==> src/rtl/regfile_pkg.sv <==
// rtl/regfile_pkg.sv - shared constants and helpers for the register file bank
package regfile_pkg;

  localparam int DEF_WIDTH    = 32;
  localparam int DEF_NUM_REGS = 32;
  localparam int ZERO_IDX     = 0;

  function automatic int addr_width(input int num_regs);
    return $clog2(num_regs);
  endfunction

endpackage

==> src/rtl/regfile_bank_dffe_vec.sv <==
// rtl/regfile_bank_dffe_vec.sv - WIDTH-bit enabled register with asynchronous active-high clear
module dffe_vec #(
  parameter int WIDTH = 1
) (
  input  logic [WIDTH-1:0] d,
  input  logic             clk,
  input  logic             clr,
  input  logic             en,
  output logic [WIDTH-1:0] q
);

  always_ff @(posedge clk or posedge clr) begin
    if (clr)
      q <= '0;
    else if (en)
      q <= d;
  end

endmodule

==> src/rtl/regfile_bank.sv <==
// rtl/regfile_bank.sv - NUM_REGS x WIDTH register file, one write port, two combinational read ports
module regfile_bank
  import regfile_pkg::*;
#(
  parameter int WIDTH    = DEF_WIDTH,
  parameter int NUM_REGS = DEF_NUM_REGS,
  parameter int ZERO_REG = 1,
  parameter int BYPASS   = 0,
  localparam int AW      = addr_width(NUM_REGS)
) (
  input  logic             clk,
  input  logic             clr,
  input  logic             we,
  input  logic [AW-1:0]    waddr,
  input  logic [WIDTH-1:0] wdata,
  input  logic [AW-1:0]    raddr_a,
  input  logic [AW-1:0]    raddr_b,
  output logic [WIDTH-1:0] rdata_a,
  output logic [WIDTH-1:0] rdata_b
);

  logic [WIDTH-1:0] q [NUM_REGS];

  // Entry 0 has no storage when hardwired to zero.
  for (genvar i = 0; i < NUM_REGS; i++) begin : g_entry
    if (ZERO_REG != 0 && i == ZERO_IDX) begin : g_zero
      assign q[i] = '0;
    end else begin : g_reg
      logic en;
      assign en = we & (waddr == AW'(i));
      dffe_vec #(.WIDTH(WIDTH)) u_reg (
        .d   (wdata),
        .clk (clk),
        .clr (clr),
        .en  (en),
        .q   (q[i])
      );
    end
  end

  // Zero override is applied last so it also masks the bypass path.
  always_comb begin
    rdata_a = q[raddr_a];
    if (BYPASS != 0 && !clr && we && raddr_a == waddr)
      rdata_a = wdata;
    if (ZERO_REG != 0 && raddr_a == AW'(ZERO_IDX))
      rdata_a = '0;
  end

  always_comb begin
    rdata_b = q[raddr_b];
    if (BYPASS != 0 && !clr && we && raddr_b == waddr)
      rdata_b = wdata;
    if (ZERO_REG != 0 && raddr_b == AW'(ZERO_IDX))
      rdata_b = '0;
  end

endmodule

==> config.mk <==
export PLATFORM = sky130hd
export DESIGN_NAME = regfile_bank
export DESIGN_NICKNAME = d
export VERILOG_FILES = /design/src/rtl/regfile_pkg.sv /design/src/rtl/regfile_bank_dffe_vec.sv /design/src/rtl/regfile_bank.sv
export SDC_FILE = /design/constraint.sdc
export NUM_CORES = 2
export LEC_CHECK = 0
export BUFFER_PORTS_ARGS = -buffer_cell sky130_fd_sc_hd__buf_2
export CAP_MARGIN = 5
export CORE_MARGIN = 2
export CORE_UTILIZATION = 57
export DETAILED_ROUTE_END_ITERATION = 12
export PLACE_DENSITY = 0.72
export SLEW_MARGIN = 20
export SYNTH_ARGS = -nofsm -noshare
export SYNTH_HDL_FRONTEND = slang
export SYNTH_SLANG_ARGS = --single-unit
==> constraint.sdc <==
create_clock -name clk -period 27.3 [get_ports clk]
set_clock_uncertainty 0.15 [all_clocks]
set_input_delay 1.365 -clock clk [delete_from_list [all_inputs] [get_ports clk]]
set_output_delay 1.365 -clock clk [all_outputs]
set_load 0.03 [all_outputs]
==> impl_metrics.py <==
metrics = {
    "logic_synthesis": {
        "avgSynthCellArea_um2": 14.0,
        "netlist.area_leader.share_pct": 46.2,
        "synth_area_um2": 53700,
        "ys_seq_elements": 992,
        "synth.area.top_cells": "dfrtp_1, mux2_2, mux4_2, mux2i_1, mux2_1",
        "yosys.area.top_type": "dfrtp_1",
        "synth_nets": 3879,
        "seq_area_frac_synth_pct": 46.2,
        "ys_types": 43,
        "yosysWarnings": 0,
        "synth-edff-count": 0,
        "ys.flop_type": "dfrtp_1",
        "postSynthCellCount": 3829,
        "synthArstFlopShare_pct": 100,
    },
    "floorplan": {
        "fp-row-count": 112,
        "dieArea_um2": 96700,
        "die_w_um": 311,
        "start_util_pct": 57.6,
        "die_y_um": 311,
        "ioPinCount": 114,
        "core-area_um2": 93300,
    },
    "clock_tree": {
        "holdBufCountCts": 0,
        "cts_max_level": 3,
        "cts_buffer_depth": 3,
        "worstSkewPairLatency_ps": 670,
        "postCtsSetupBuffers": 0,
        "cts_buffers": 105,
        "clk_pin_slew_worst_paths_ps": 60,
        "clock_tree.root_cell": "clkbuf_16",
        "clock-sinks": 992,
        "cts_tree": "yes",
        "cts_resized": 0,
    },
    "timing": {
        "period_share_pct": 26.1,
        "rsz0062_at_grt": "no",
        "period_needed_ps": 7130,
        "slew_viol_final": 0,
        "relSlewSlack_pct": 23.1,
        "tns_ps": 0,
        "tightest_slew_ps": 1150,
        "finalHoldViolCount": 0,
        "finalSetupViolations": 0,
        "fmax_ghz": 0.140,
        "whs_ps": 359,
    },
    "route": {
        "dr_total_vias": 35000,
        "drt_first_pass_iters": 7,
        "viasPerCell": 6.93,
        "wirelength_mm": 159,
        "drc_errors": 0,
        "drt_iter0_drc": 3441,
        "wl_per_cell_um": 31.4,
        "ant_nets": 0,
    },
    "worst_setup_path": {
        "crit_buf_inv": 5,
        "crit_family": "buffers and inverters",
        "worstSetupEndpointType": "output port",
        "startpoint_type": "primary input",
        "slowest_delay_ps": 800,
        "cp_common_cell": "buf_4",
        "cpMaxStageDelayCell": "buf_4",
        "crit_chain": "buf_8 > buf_4 > buf_4 > buf_4 > nor2b_1 > a2111oi_0 > a221oi_1 > a22oi_1 > o211ai_1 > buf_2",
        "crit_arrival_ps": 5610,
        "crit_path_max_fanout": 66,
        "critical_path_required_ps": 25780,
        "path_class": "primary input to output port",
    },
    "cells_and_area": {
        "biggestRegsByFlops": "g_entry.g_reg.u_reg.q (992)",
        "largest_reg_flops": 992,
        "largest-register": "g_entry.g_reg.u_reg.q",
        "instances_no_fill": 5055,
        "nets": 3769,
        "areaGrowthSynthToFinish_pct": 8.29,
        "postLayoutCellArea_um2": 58200,
        "drive_above_1_share_pct": 45.5,
    },
    "place": {
        "portBuffers": 113,
        "postPlaceCellArea_um2": 54700,
        "place.detailed.hpwl_mm": 86.3,
        "dp_cells": 4866,
        "place_congestion": 0.822,
    },
    "pwr": {
        "leakage_uw": 0.0253,
        "ir_drop_v": 0.0000527,
        "total_power_uw": 4340,
        "cellPowerDensity_nw_per_um2": 74.6,
    },
    "min_path": {
        "hold_class": "flop to flop",
    },
    "grt": {
        "grt_pass1_wl_mm": 239,
        "grt_start_max_net_pins": 167,
        "first_global_vias": 35600,
        "track_usage_pct": 33.1,
        "overflow": 0,
        "antenna_found_initial": 5,
    },
    "outcome": {
        "outcome": "completed",
    },
    "flow_run": {
        "maxCapViolCount": 0,
    },
}
[per-stage QoR]
step	worst slack [ps]	utilization, %
after detailed placement	20270	58.6
final	20170	62.3
after global routing	20030	62.3
after global placement	20250	58.6
after floorplan	12120	-
after CTS	20210	62.3
[worst paths after layout]
| check | to | slack (ps) | cells past startpoint | startpoint |
|---|---|---|---|---|
| setup / recovery | rdata_a[7] | 20170 | 10 | raddr_a[1] |
| hold / removal | g_entry[28].g_reg.u_reg.q[23] | 360 | 1 | g_entry[28].g_reg.u_reg.q[23] |
| setup reg to reg | g_entry[3].g_reg.u_reg.q[26] | 26330 | 1 | g_entry[3].g_reg.u_reg.q[26] |
| hold reg to reg | g_entry[28].g_reg.u_reg.q[23] | 360 | 1 | g_entry[28].g_reg.u_reg.q[23] |
| max in group asynchronous | g_entry[16].g_reg.u_reg.q[12] | 22040 | 7 | clr |
| min in group asynchronous | g_entry[18].g_reg.u_reg.q[28] | 600 | 2 | clr |
[power by group]
part | leakage (µW) | internal, µW | switching [µW] | total, µW
clock | 0.00171 | 859 | 595 | 1450
sequential | 0.0127 | 1760 | 211 | 1970
combinational | 0.0110 | 516 | 395 | 911
total | 0.0253 | 3130 | 1200 | 4340
[cells in the mapped netlist (14+ instances only)]
cell type and number:
a21oi_1 120, a221oi_1 39, a22oi_1 36, buf_1 14, buf_2 174, buf_4 29
buf_6 28, clkbuf_1 159, dfrtp_1 992, mux2_1 122, mux2_2 952, mux2i_1 165
mux4_2 391, nand2_1 218, nand3_1 39, nor2_1 72, nor2b_1 57, nor3_1 37
o211ai_1 47, o21ai_0 30, o21ai_1 31, o221ai_1 15
[area by class of cell]
class / instances / area [µm²]
diodes: 2 / 5.00
clock buffers: 173 / 3280
clock inverters: 14 / 201
fillers: 7056 / 35200
inverters: 2 / 13.8
multi-input cells: 2431 / 27000
flip-flops and latches: 992 / 24800
well taps: 1254 / 1570
repair buffers: 187 / 1220
[routing by layer]
metal  part of all wire (%)  GRT usage [%]  vias up
li1                       -              -    14300
met1                     41           46.8    18800
met2                     47           51.7     1602
met3                    8.5           6.17      337
met4                    3.9           12.2        4
met5                  0.014              0        -
[logic make-up after synthesis]
family	after synthesis	share of synthesized area (%)
AOI/OAI and AO/OA	353	4.22
buffers and inverters	406	3.84
DFF	992	46.2
muxes	1630	42.0
and+or+nand+nor	448	3.74
[layout by cell type, fill, tap and decap left out, types with 59 or more instances in the layout]
cell | synthesis | routed
buf_4 | 29 | 74
buf_2 | 174 | 104
nor2_1 | 72 | 59
nand2_1 | 218 | 206
mux2_1 | 122 | 122
mux4_2 | 391 | 391
mux2i_1 | 165 | 165
mux2_2 | 952 | 952
dfrtp_1 | 992 | 992
a21oi_1 | 120 | 120
clkbuf_16 | 0 | 111
Power figures use the tool's default switching activity.
